--- config.mk ---
export PLATFORM = sky130hd
export DESIGN_NAME = mac_shift_cell
export DESIGN_NICKNAME = d
export VERILOG_FILES = /design/src/rtl/pe_pkg.sv /design/src/rtl/pe_mul_pipe.sv /design/src/rtl/mac_shift_cell.sv
export SDC_FILE = /design/constraint.sdc
export NUM_CORES = 1
export LEC_CHECK = 0
export ABC_AREA = 1
export CORE_UTILIZATION = 45
export CTS_CLUSTER_DIAMETER = 100
export DETAILED_ROUTE_END_ITERATION = 8
export PLACE_DENSITY = 0.71
export SETUP_SLACK_MARGIN = 0.1
export SYNTH_ARGS = -nofsm -noshare
export SYNTH_HDL_FRONTEND = slang
export SYNTH_SLANG_ARGS = --single-unit
--- constraint.sdc ---
create_clock -name CLK -period 6.1 [get_ports CLK]
set_clock_uncertainty 0.15 [all_clocks]
set_input_delay 1.22 -clock CLK [delete_from_list [all_inputs] [get_ports CLK]]
set_output_delay 1.22 -clock CLK [all_outputs]
set_load 0.01 [all_outputs]
--- src/rtl/pe_pkg.sv ---
// ============================================================================
// Module      : pe_pkg
// Description : Shared command encodings, field-select bit positions and FSM
//               state type for the mac_shift_cell processing element.
// Revision    : 1.0 - initial release
// ============================================================================
`default_nettype none

package pe_pkg;

    typedef enum logic [2:0] {
        CMD_MAC     = 3'b000,
        CMD_UP      = 3'b001,
        CMD_DOWN    = 3'b010,
        CMD_LEFT    = 3'b011,
        CMD_RIGHT   = 3'b100,
        CMD_LOAD_AB = 3'b101,
        CMD_LOAD_S  = 3'b110,
        CMD_CLEAR   = 3'b111
    } cmd_e;

    localparam int SEL_A = 0;
    localparam int SEL_B = 1;

    typedef enum logic [1:0] {
        ST_IDLE = 2'd0,
        ST_MUL  = 2'd1,
        ST_ACC  = 2'd2
    } state_e;

endpackage

`default_nettype wire

--- src/rtl/pe_mul_pipe.sv ---
// ============================================================================
// Module      : pe_mul_pipe
// Description : Free-running signed multiplier with MUL_STAGES output registers.
// Revision    : 1.0 - initial release
// ============================================================================
`default_nettype none

module pe_mul_pipe #(
    parameter int PRECISION  = 8,
    parameter int MUL_STAGES = 2
) (
    input  logic                          CLK,
    input  logic                          reset,
    input  logic signed [PRECISION-1:0]   a_i,
    input  logic signed [PRECISION-1:0]   b_i,
    output logic signed [2*PRECISION-1:0] p_o
);

    logic signed [2*PRECISION-1:0] w_a_ext;
    logic signed [2*PRECISION-1:0] w_b_ext;
    logic signed [2*PRECISION-1:0] stage_q [MUL_STAGES];

    // Full-width sign extension keeps the truncated product exact.
    assign w_a_ext = {{PRECISION{a_i[PRECISION-1]}}, a_i};
    assign w_b_ext = {{PRECISION{b_i[PRECISION-1]}}, b_i};

    always_ff @(posedge CLK or posedge reset) begin
        if (reset) begin
            for (int i = 0; i < MUL_STAGES; i++) begin
                stage_q[i] <= '0;
            end
        end else begin
            stage_q[0] <= w_a_ext * w_b_ext;
            for (int i = 1; i < MUL_STAGES; i++) begin
                stage_q[i] <= stage_q[i-1];
            end
        end
    end

    assign p_o = stage_q[MUL_STAGES-1];

endmodule

`default_nettype wire

--- src/rtl/mac_shift_cell.sv ---
// ============================================================================
// Module      : mac_shift_cell
// Description : Systolic PE: neighbour shifts, operand loads and a pipelined
//               signed multiply-accumulate with optional saturation.
// Revision    : 1.0 - initial release
// ============================================================================
`default_nettype none

module mac_shift_cell
    import pe_pkg::*;
#(
    parameter int PRECISION        = 8,
    parameter int OUTPUT_PRECISION = 32,
    parameter int MUL_STAGES       = 2,
    parameter int SATURATE         = 0
) (
    input  logic                          CLK,
    input  logic                          reset,
    input  logic                          cmd_valid,
    output logic                          cmd_ready,
    input  logic [2:0]                    cmd,
    input  logic [1:0]                    sel,
    output logic                          done,
    input  logic [2*PRECISION-1:0]        isu,
    input  logic [2*PRECISION-1:0]        isd,
    input  logic [2*PRECISION-1:0]        isl,
    input  logic [2*PRECISION-1:0]        isr,
    output logic [2*PRECISION-1:0]        osu,
    output logic [2*PRECISION-1:0]        osd,
    output logic [2*PRECISION-1:0]        osl,
    output logic [2*PRECISION-1:0]        osr,
    input  logic [PRECISION-1:0]          a_overwrite,
    input  logic [PRECISION-1:0]          b_overwrite,
    input  logic [OUTPUT_PRECISION-1:0]   s_out_overwrite,
    output logic [PRECISION-1:0]          A,
    output logic [PRECISION-1:0]          B,
    output logic [OUTPUT_PRECISION-1:0]   s_out,
    output logic                          ovf
);

    localparam int                        c_P       = PRECISION;
    localparam int                        c_OP      = OUTPUT_PRECISION;
    localparam logic [2:0]                c_CNT_END = 3'(MUL_STAGES - 1);
    localparam logic [c_OP-1:0]           c_SAT_MAX = {1'b0, {(c_OP-1){1'b1}}};
    localparam logic [c_OP-1:0]           c_SAT_MIN = {1'b1, {(c_OP-1){1'b0}}};

    state_e                state_q, state_d;
    logic [2:0]            cnt_q, cnt_d;
    logic [c_P-1:0]        a_q, a_d, b_q, b_d;
    logic [c_OP-1:0]       s_q, s_d;
    logic                  ovf_q, ovf_d;
    logic                  done_q, done_d;
    logic [2*c_P-1:0]      os_q [4];
    logic [2*c_P-1:0]      os_d [4];

    logic [2*c_P-1:0]      w_is [4];
    logic [1:0]            w_dir;
    logic                  w_accept;
    logic signed [2*c_P-1:0] w_prod;
    logic signed [c_OP-1:0]  w_prod_ext;
    logic [c_OP-1:0]       w_sum;
    logic                  w_ovf;
    logic [c_OP-1:0]       w_acc;

    pe_mul_pipe #(
        .PRECISION  (PRECISION),
        .MUL_STAGES (MUL_STAGES)
    ) u_mul (
        .CLK   (CLK),
        .reset (reset),
        .a_i   (a_q),
        .b_i   (b_q),
        .p_o   (w_prod)
    );

    assign cmd_ready = (state_q == ST_IDLE) && !reset;
    assign w_accept  = cmd_valid && cmd_ready;

    // Direction index 0..3 = up, down, left, right (shift codes 1..4).
    assign w_dir   = 2'(cmd - 3'd1);
    assign w_is[0] = isu;
    assign w_is[1] = isd;
    assign w_is[2] = isl;
    assign w_is[3] = isr;

    assign w_prod_ext = c_OP'(w_prod);
    assign w_sum      = s_q + w_prod_ext;
    assign w_ovf      = (s_q[c_OP-1] == w_prod_ext[c_OP-1]) && (w_sum[c_OP-1] != s_q[c_OP-1]);
    assign w_acc      = (SATURATE != 0 && w_ovf) ? (s_q[c_OP-1] ? c_SAT_MIN : c_SAT_MAX) : w_sum;

    always_comb begin
        state_d = state_q;
        cnt_d   = cnt_q;
        a_d     = a_q;
        b_d     = b_q;
        s_d     = s_q;
        ovf_d   = ovf_q;
        done_d  = 1'b0;
        os_d    = os_q;
        case (state_q)
            ST_IDLE: begin
                if (w_accept) begin
                    done_d = 1'b1;
                    case (cmd)
                        CMD_MAC: begin
                            done_d  = 1'b0;
                            cnt_d   = '0;
                            state_d = ST_MUL;
                        end
                        CMD_UP, CMD_DOWN, CMD_LEFT, CMD_RIGHT: begin
                            os_d[w_dir] = {b_q, a_q};
                            if (sel[SEL_A]) a_d = w_is[w_dir][c_P-1:0];
                            if (sel[SEL_B]) b_d = w_is[w_dir][2*c_P-1:c_P];
                        end
                        CMD_LOAD_AB: begin
                            if (sel[SEL_A]) a_d = a_overwrite;
                            if (sel[SEL_B]) b_d = b_overwrite;
                        end
                        CMD_LOAD_S: s_d = s_out_overwrite;
                        CMD_CLEAR: begin
                            a_d   = '0;
                            b_d   = '0;
                            s_d   = '0;
                            ovf_d = 1'b0;
                            for (int i = 0; i < 4; i++) os_d[i] = '0;
                        end
                        default: ;
                    endcase
                end
            end
            ST_MUL: begin
                if (cnt_q == c_CNT_END) state_d = ST_ACC;
                else                    cnt_d   = cnt_q + 3'd1;
            end
            ST_ACC: begin
                s_d     = w_acc;
                ovf_d   = ovf_q | w_ovf;
                done_d  = 1'b1;
                state_d = ST_IDLE;
            end
            default: state_d = ST_IDLE;
        endcase
    end

    always_ff @(posedge CLK or posedge reset) begin
        if (reset) begin
            state_q <= ST_IDLE;
            cnt_q   <= '0;
            a_q     <= '0;
            b_q     <= '0;
            s_q     <= '0;
            ovf_q   <= 1'b0;
            done_q  <= 1'b0;
            for (int i = 0; i < 4; i++) os_q[i] <= '0;
        end else begin
            state_q <= state_d;
            cnt_q   <= cnt_d;
            a_q     <= a_d;
            b_q     <= b_d;
            s_q     <= s_d;
            ovf_q   <= ovf_d;
            done_q  <= done_d;
            for (int i = 0; i < 4; i++) os_q[i] <= os_d[i];
        end
    end

    assign A     = a_q;
    assign B     = b_q;
    assign s_out = s_q;
    assign ovf   = ovf_q;
    assign done  = done_q;
    assign osu   = os_q[0];
    assign osd   = os_q[1];
    assign osl   = os_q[2];
    assign osr   = os_q[3];

endmodule

`default_nettype wire

# [Yosys cells after proc, flatten, opt, wreduce, memory -nomap -nowiden]
# Cells that the tools add are included.
[totals] inputBits=120 regBits=151
[op_classes] eq_ne=22 mul=1 addsub=3 reduce_logical=19 bitwise=2 order_cmp=2 mux=30
[ops] op="case mux 32 bit (2 select lines)" n=2
[ops] op="case mux 64 bit (2 select lines)" n=1
[ops] op="bitwise mux 64 bit" n=1
[ops] op="2-to-1 mux 16 bit" n=3
[ops] op="case mux 8 bit (3 select lines)" n=2
[ops] op="adder 32 bit" n=1
[ops] op="binary-select mux 16 bit (select 2 bit)" n=1
[ops] op="demux 16 bit (select 2 bit)" n=1
[ops] op="2-to-1 mux 32 bit" n=1
[ops] op="2-to-1 mux 8 bit" n=4
[ops] op="multiplier 8 x 8 -> 16 bit" n=1
[ops] op="!= test 2 bit (second input constant)" n=7
[ops] op="equality test 3 bit (second input constant)" n=4
[ops] op="AND reduction 3 bit" n=4
[ops] op="AND reduction 5 bit" n=2
[ops] op="2-to-1 mux 3 bit" n=3
[ops] op="equality test 3 x 1 -> 1 bit (second input constant)" n=2
[ops] op="equality test 3 x 2 -> 1 bit (second input constant)" n=2
[ops] op="2-to-1 mux 2 bit" n=3
[ops] op="case mux 3 bit (2 select lines)" n=1
[ops] op="nonzero test 2 bit" n=3
[ops] op="logical AND 1 bit" n=4
[ops] op="2-to-1 mux 1 bit" n=4
[ops] op="!= test 2 x 1 -> 1 bit (second input constant)" n=2
[ops] op="19 further kinds" n=20

# [Longest topological paths before layout]
# Gate-level depths: netlist of run 1.
[depth] depth_word=8 depth_mapped=19

# [Hierarchy]
# A second synthesis of run 1 with hierarchy kept.
[hier_totals] hier_cells=1607 hier_area_um2=11935.2
[modules_own_cells] mod="mac_shift_cell" seq_area_each_um2=2977.9 cells_each=1169 n_inst=1 area_per_inst_um2=8291.7
[modules_own_cells] mod="pe_mul_pipe" seq_area_each_um2=800.8 cells_each=438 n_inst=1 area_per_inst_um2=3643.5

# [Worst setup path after synthesis of run 1]
# OpenSTA, ideal clock, no wires.
[synth_path] kind="register -> register" startpoint="register a_q[7] (netlist: A[7])" endpoint="register u_mul.stage_q[31] in the netlist's numbering" path_stages_with_launch=17 required_ns=5.833 n_path_buf=1 period_less_slack_ns=4.478 arrival_time_ns=4.211 setup_slack_ns=1.622 setup_ns=0.117 cell_sequence="dfrtp_1 > clkbuf_1 > nand2_1 > fa_1 > inv_1 > fa_1 > inv_1 > fa_1 > fa_1 > inv_1 > ha_1 > nand2_1 > inv_1 > a221oi_1 > nand3_1 > nand3_1 > nand2_1"
[synth_between] elab_chain_len=1
[synth_rtl] element="start, declared" line_no="mac_shift_cell.sv:49" text="logic [c_P-1:0] a_q, a_d, b_q, b_d;"
[synth_rtl] element="start signal, assigned" line_no="mac_shift_cell.sv:149" text="a_q <= '0;"
[synth_rtl] element="start signal, assigned" line_no="mac_shift_cell.sv:158" text="a_q <= a_d;"
[synth_rtl] element="multiplier 8 x 8 -> 16 bit" line_no="pe_mul_pipe.sv:33" text="stage_q[0] <= w_a_ext * w_b_ext;"
[synth_rtl] element="end signal, assigned by index" line_no="pe_mul_pipe.sv:35" text="stage_q[i] <= stage_q[i-1];"
[synth_rtl] element="end, declared" line_no="pe_mul_pipe.sv:21" text="logic signed [2*PRECISION-1:0] stage_q [MUL_STAGES];"
# Every way passes these cells.
# A chain may end at the register's enable or synchronous reset.

# [Final worst setup path of run 1]
# Ends and elaborated chain as after synthesis.

==> impl_metrics.toml, run 1 <==
[timing]
setup_tns_ns = 0
grt_setup_unrepaired = "no"
max_freq_mhz = 216
final_hold_viol_count = 0
slew-limit-headroom = 0.353
worst_slew_pin_slew_ns = 0.970
slew_violations = 0
period_needed_ns = 4.62
fin_crit_sh = 0.758
finalSetupViolCount = 0

[floorplan]
io-pin-count = 235
die_h_um = 164
rows = 59
die_area_um2 = 27000
core_area_um2 = 26000
start_util = 0.456
die_width_um = 164

[setup_path]
cpPeakStageDelay_ns = 0.73
cp_cell_sequence = "nand2_1 -> fa_1 -> inv_1 -> fa_1 -> inv_1 -> fa_1 -> fa_1 -> inv_1 -> ha_1 -> nand2_1 -> inv_1 -> a221oi_1 -> nand3_1 -> nand3_1 -> nand2_1"
start_kind = "register"
critical-path-top-delay-family = "adder cells"
crit_type = "reg2reg"
worst_setup_path_end_kind = "register"
crit_path_top_delay_cell = "fa_1"
cp_data_required_time_ns = 6.27
cp_max_fo = 12
reg2reg_setup_slack_ns = 1.48
cp.arrival_ns = 4.79
critical_path_buf_inv_count = 4

[routing]
detail-route-antenna-nets = 0
drtPass1Iterations = 7
drt-total-wl_mm = 34.3
drtIter0Drc = 479
routedWlPerCell_um = 16.3
num_vias = 10800
drt-vias-per-instance = 5.11
drc = 0

[status]
outcome = "complete, no violations"

[clocking]
cts_setup_buffers = 0
clk_latency_ns = 0.43
cts-buffers-inserted = 17
tritoncts = "built"
cts_root_buffer = "clkbuf_16"
htree_num_levels = 4
cts_resized = 0
clk_pin_slew_ns = 0.07
holdBufCountCts = 0
clkSinkCount = 151
cts.path.max_buffers = 2

[flow_run]
drv_cap = 0

[global_route]
grt_pass1_vias = 10800
grt_pass1_wl_mm = 55.1
grt.total_usage = 0.265
grt_max_degree = 75
antenna_found_initial = 0
grt-ovfl-total = 0

[yosys]
ys_warn_count = 0
syn_area_um2 = 11900
syn_inst = 1560
synthFlopType = "dfrtp_1"
async_reset_ff_frac = 1.00
syn-num-nets = 1804
ys_seq_area_frac = 0.319
synth_top_area_share = 0.319
synth_edf_count = 0
syn_avg_cell_area_um2 = 7.60
synthTopCellsByArea = "dfrtp_1 (32%), nand2_1 (12%), inv_1 (10%)"
ys_ff_latch = 151
synth_top_cell_by_area = "dfrtp_1"
synth_cell_types = 51

[place]
port_buffers = 234
post-dp-hpwl_mm = 27.0
place_congestion = 0.921

[cells_and_area]
final_nets = 2003
diodes = 0
layout_commonest_cell = "nand2_1"
drive_above_1_share = 0.0491
area.sequential_um2 = 3780
syn_to_final_growth_pct = 26.4
fin_util = 0.577
final_cell_mix = "nand2_1 (378), inv_1 (314), clkdlybuf4s50_1 (234)"
multi_input_area_um2 = 6520
nFillCells = 2396

[hold_path]
hold_class = "reg2reg"
==> sequential cells by signal (all words and copies together) (netlist names) <==
register / count
u_mul.p_o: 16
osu: 16
state_q: 2
A: 8
u_mul.stage_q: 16
osd: 16
ovf: 1
cnt_q: 3
done: 1
osl: 16
s_out: 32
B: 8
osr: 16
==> final timing paths <==
path	depth (start not counted)	from	end
worst max-delay path	15	A[7]	u_mul.stage_q[31]
worst min-delay path	0	u_mul.stage_q[22]	u_mul.p_o[6]
worst max register to register	15	A[7]	u_mul.stage_q[31]
worst min register to register	0	u_mul.stage_q[22]	u_mul.p_o[6]
max in group asynchronous	3	reset	u_mul.p_o[0]
min in group asynchronous	2	reset	state_q[1]
==> area by class of cell <==
| class | instances | area share |
|---|---|---|
| well taps | 335 | 0.0280 |
| clock inverters | 15 | 0.0144 |
| multi-input cells | 1023 | 0.435 |
| flip-flops and latches | 151 | 0.252 |
| inverters | 324 | 0.0821 |
| clock buffers | 17 | 0.0284 |
| repair buffers | 242 | 0.160 |
==> worst reg2reg max path, cell delays in order, from the launching register on <==
cell and delay [ns]:
dfrtp_1 0.61, nand2_1 0.24, fa_1 0.73, inv_1 0.11, fa_1 0.54, inv_1 0.05, fa_1 0.48, fa_1 0.55
inv_1 0.04, ha_1 0.32, nand2_1 0.09, inv_1 0.04, a221oi_1 0.25, nand3_1 0.13, nand3_1 0.10, nand2_1 0.05
==> metrics by stage <==
| step | std cells | hold WS, ns | instance area, um2 | setup slack, ns |
|---|---|---|---|---|
| 6_report | 2107 | 0.197 | 15000 | 1.48 |
| 5_1_grt | 2107 | 0.206 | 15000 | 1.14 |
| 4_1_cts | 2107 | 0.200 | 15000 | 1.44 |
| 3_5_place_dp | 2075 | 0.185 | 14300 | 1.46 |
| 3_3_place_gp | 2075 | 0.184 | 14300 | 1.50 |
| 2_1_floorplan | 1560 | 0.181 | 11900 | 0.665 |
==> cell families after synthesis <==
group | count (synthesis) | share of synthesized area
AO/OA/AOI/OAI | 229 | 0.125
XOR/XNOR | 27 | 0.0199
adder cells (fa/ha/maj) | 124 | 0.166
buffers and inverters | 386 | 0.132
flip-flops | 151 | 0.319
AND/OR/NAND/NOR | 643 | 0.238
==> layer usage <==
metal	global-route usage	part of all wire	up-vias
met4	0.113	0.036	0
met5	0	0	-
met2	0.476	0.51	344
li1	-	-	5304
met1	0.311	0.40	5054
met3	0.0439	0.051	69
==> synth_stat cells, types with 2 or more instances <==
cell and n:
nand3_1 99, dfrtp_1 151, nor3_1 4, or2_1 6
buf_6 3, nand2_1 378, a31oi_1 39, buf_2 16
nand2_4 2, fa_1 56, or2_2 8, o22ai_1 43
nand2_2 4, clkinv_1 3, o21bai_1 2, o21ai_0 49
xnor2_1 9, nand3_4 10, o21ai_1 2, a21oi_2 2
inv_1 315, a21oi_1 35, clkbuf_1 32, xor2_1 18
a21boi_1 7, nand3b_1 4, buf_4 8, ha_1 68
nand4_1 4, buf_12 2, a2bb2oi_1 14, o22ai_2 6
nor2_1 114, and2_1 3, nor2_4 2, a21o_1 3
a21boi_0 2, o32ai_1 16, inv_2 4, o21a_1 6
Power of run 1 is left out: the tool's default activity adds up to more than one toggle a clock period on the data nets, which glitch-free logic cannot reach.
==> run 2, diff against run 1 <==
clock period = 4.4 ns   (was 6.1 ns; I/O delays follow)
==> impl_metrics.toml, run 2 (synthesis results as in run 1) <==
[setup_path]
critical-path-top-delay-family = "adder cells"
crit_path_top_delay_cell = "fa_1"
cp_max_fo = 5
reg2reg_setup_slack_ns = 0.19
critical_path_buf_inv_count = 4
timing.rr.start = "B[4]"
cp.arrival_ns = 4.37
worst_path_most_repeated_cell = "fa_1"
cp_cell_sequence = "buf_4 -> nand2_1 -> fa_2 -> buf_4 -> fa_1 -> fa_1 -> fa_1 -> inv_1 -> ha_4 -> inv_1 -> o21bai_1 -> a221oi_1 -> nand3_1 -> nand3_1 -> nand2_1"
r2r-end = "u_mul.stage_q[31]"
cpPeakStageDelay_ns = 0.57
start_kind = "register"
worst_setup_path_end_kind = "register"
crit_type = "reg2reg"
r2r_cells = 15
cp_data_required_time_ns = 4.57
cp_num_cells = 15

[global_route]
grt_pass1_vias = 10900
grt_max_degree = 63
antenna_found_initial = 0
grt_pass1_wl_mm = 55.4
grt.total_usage = 0.267
grt-ovfl-total = 0

[timing]
slew-limit-headroom = 0.339
grt_setup_unrepaired = "yes"
fin_crit_sh = 0.956
slew_violations = 0
finalSetupViolCount = 0
final_hold_viol_count = 0
max_freq_mhz = 238
worst_slew_pin_slew_ns = 0.992
period_needed_ns = 4.21
setup_tns_ns = 0

[status]
outcome = "complete, no violations"

[cells_and_area]
final_cell_mix = "nand2_1 (373), inv_1 (311), clkdlybuf4s50_1 (234)"
final_nets = 2027
diodes = 0
drive_above_1_share = 0.0824
largest_reg_flops = 32
nFillCells = 2406
area.sequential_um2 = 3790
multi_input_area_um2 = 6610
syn_to_final_growth_pct = 29.0
fin_util = 0.589
layout_commonest_cell = "nand2_1"

[place]
port_buffers = 234
post-dp-hpwl_mm = 27.6
place_congestion = 0.977

[hold_path]
holdPathEnd = "u_mul.p_o[6]"
hold_class = "reg2reg"
hp-start = "u_mul.stage_q[22]"
worstHoldPathCells = 0

[clocking]
htree_num_levels = 4
clk_pin_slew_ns = 0.08
tritoncts = "built"
clkSinkCount = 151
cts.path.max_buffers = 2
cts-buffers-inserted = 17
cts_root_buffer = "clkbuf_16"
clk_latency_ns = 0.44

[floorplan]
core_area_um2 = 26000
io-pin-count = 235
start_util = 0.456
rows = 59
die_width_um = 164
die_area_um2 = 27000
die_h_um = 164

[routing]
drt-total-wl_mm = 35.2
drt-vias-per-instance = 5.12
detail-route-antenna-nets = 0
num_vias = 10900
drtPass1Iterations = 6
drc = 0
routedWlPerCell_um = 16.5
drtIter0Drc = 635

[flow_run]
drv_cap = 0
## run 2: how the worst max path moves through the flow
stage,start,endpoint
3_5_place_dp,B[3],u_mul.stage_q[31]
3_3_place_gp,B[4],u_mul.stage_q[30]
5_1_grt,A[7],u_mul.stage_q[31]
4_1_cts,B[3],u_mul.stage_q[31]
6_report,B[4],u_mul.stage_q[31]
2_1_floorplan,A[7],u_mul.stage_q[31]
## run 2: per-stage QoR
step           setup WS, ns  std cells  hold slack [ns]  cell area (um2)
2_1_floorplan         0.103       1560            0.181            11900
3_3_place_gp          0.191       2094            0.183            14500
3_5_place_dp         0.0978       2094            0.185            14500
4_1_cts               0.127       2126            0.200            15100
5_1_grt              0.0529       2131            0.206            15300
6_report              0.193       2131            0.196            15300
## run 2: worst register-to-register path, delay by kind of cell, from the launching register on
kind	cells	cell delay [ns]
AND/OR/NAND/NOR	4	0.39
AO/OA/AOI/OAI	2	0.35
buffers and inverters	4	0.45
flip-flops	1	0.44
adder cells (fa/ha/maj)	5	2.28
## run 2: area by class of cell
class                   count  area share
flip-flops and latches    151       0.248
repair buffers            266       0.171
multi-input cells        1023       0.432
inverters                 324      0.0803
well taps                 335      0.0274
clock inverters            15      0.0132
clock buffers              17      0.0278
## run 2: what timing repair did
item | 4_1_cts | 5_1_grt
pin swaps | 0 | 6
hold buffers | 0 | 0
setup buffers | 0 | 5
endpoints found under the hold margin | 0 | 0
resized for setup | 2 | 41
setup endpoints to repair | 1 | 7
## run 2: routing by layer
| metal | vias up | GRT usage | share of wire |
|---|---|---|---|
| li1 | 5358 | - | - |
| met1 | 5155 | 0.310 | 0.40 |
| met2 | 326 | 0.486 | 0.52 |
| met3 | 69 | 0.0394 | 0.043 |
| met4 | 0 | 0.114 | 0.035 |
| met5 | - | 0 | 0 |
Power of run 2 is left out for the same reason.
==> run 3, diff against run 2 <==
CORE_MARGIN = 2   (was not set)
SKIP_LAST_GASP = 1   (was not set)
==> impl_metrics.toml, run 3 (synthesis results as in run 1) <==
[global_route]
antenna_found_initial = 0
grt_pass1_wl_mm = 55.3
grt-ovfl-total = 0
grt.total_usage = 0.249
grt_max_degree = 121
grt_pass1_vias = 10900

[setup_path]
worst_setup_path_end_kind = "register"
reg2reg_setup_slack_ns = 0.25
cp_data_required_time_ns = 4.56
crit_type = "reg2reg"
r2r-end = "u_mul.stage_q[30]"
cp.arrival_ns = 4.31
timing.rr.start = "B[5]"
cp_max_fo = 7
start_kind = "register"
r2r_cells = 15

[hold_path]
worstHoldPathCells = 0
hold_class = "reg2reg"
holdPathEnd = "u_mul.p_o[6]"
hp-start = "u_mul.stage_q[22]"

[routing]
drtPass1Iterations = 5
num_vias = 10900
route.met3.wl_mm = 1.77
met1_length_mm = 13.5
drc = 0
drt-vias-per-instance = 5.10
wl_met2_mm = 18.2
drt-total-wl_mm = 34.5
highest_layer = "met4"
routedWlPerCell_um = 16.1
detail-route-antenna-nets = 0
drtIter0Drc = 589

[floorplan]
rows = 59
die_area_um2 = 27700
die_h_um = 166
io-pin-count = 235
start_util = 0.456
die_width_um = 166
core_area_um2 = 26000

[clocking]
clk_pin_slew_ns = 0.07
cts.path.max_buffers = 2
clkSinkCount = 151
cts_root_buffer = "clkbuf_16"
htree_num_levels = 4
clk_latency_ns = 0.43
tritoncts = "built"
holdBufCountCts = 0
cts-buffers-inserted = 17

[status]
outcome = "complete, no violations"

[timing]
hold_ws_ns = 0.197
period_needed_ns = 4.15
grt_setup_unrepaired = "no"
worst_slew_pin_slew_ns = 0.786
worst_slack_ns = 0.253
max_freq_mhz = 241
final_hold_viol_count = 0
setup_tns_ns = 0
slew-limit-headroom = 0.476
fin_crit_sh = 0.942
finalSetupViolCount = 0
slew_violations = 0

[cells_and_area]
nFillCells = 2379
final_cell_mix = "nand2_1 (375), inv_1 (311), clkdlybuf4s50_1 (234)"
largest_reg_flops = 32
final_nets = 2037
layout_commonest_cell = "nand2_1"
diodes = 0
drive_above_1_share = 0.0819
instances_no_fill = 2141
syn_to_final_growth_pct = 29.5

[place]
port_buffers = 234
place_congestion = 0.911
post-dp-hpwl_mm = 27.3
placed_cells = 2098
pre_cts_ws_ns = 0.119

[flow_run]
drv_cap = 0
## run 3: changes by cell type in the layout (fill, tap and decap cells not counted), sizes merged
cell	change
inv	+4
clkbuf	-1
bufinv	+1
buf	+11
clkinv	-5
## run 3: metal layers
metal	vias up	track usage
li1	5379	-
met1	5154	0.289
met2	334	0.467
met3	59	0.0405
met4	0	0.0817
met5	-	0
## run 3: worst max path at each step
stage,startpoint,endpoint,slack [ns],cells after the start
detailed placement,B[6],u_mul.stage_q[30],0.12,14
CTS,B[6],u_mul.stage_q[30],0.11,14
global placement,B[4],u_mul.stage_q[30],0.17,16
global route,B[5],u_mul.stage_q[30],0.09,15
finish,B[5],u_mul.stage_q[30],0.25,15
floorplan,A[7],u_mul.stage_q[31],0.10,16
## run 3: through the flow
step,cell area (um2),utilization
finish,15400,0.591
global route,15400,0.591
CTS,15200,0.585
detailed placement,14600,0.560
global placement,14600,0.560
floorplan,11900,-
## run 3: critical path: stages (launching register included)
cell and delay (ns):
dfrtp_2 0.46, buf_4 0.16, nand2_1 0.07, fa_1 0.45
fa_1 0.56, inv_1 0.06, fa_1 0.53, inv_1 0.05
fa_1 0.53, inv_1 0.04, ha_2 0.32, a21oi_2 0.18
nor2_1 0.06, o21ai_1 0.14, nand4_1 0.11, xor2_1 0.16
## run 3: cell type report
type / count / area (um2) / area share
well taps: 335 / 419 / 0.0273
clock buffers: 17 / 425 / 0.0277
flip-flops and latches: 151 / 3790 / 0.247
multi-input cells: 1023 / 6600 / 0.429
clock inverters: 15 / 218 / 0.0142
inverters: 324 / 1230 / 0.0800
repair buffers: 276 / 2690 / 0.175
## run 3: timing repair
item	in CTS	in global routing
setup buffers	0	11
setup endpoints to repair	0	7
resized for setup	0	31
Power of run 3 is left out for the same reason.
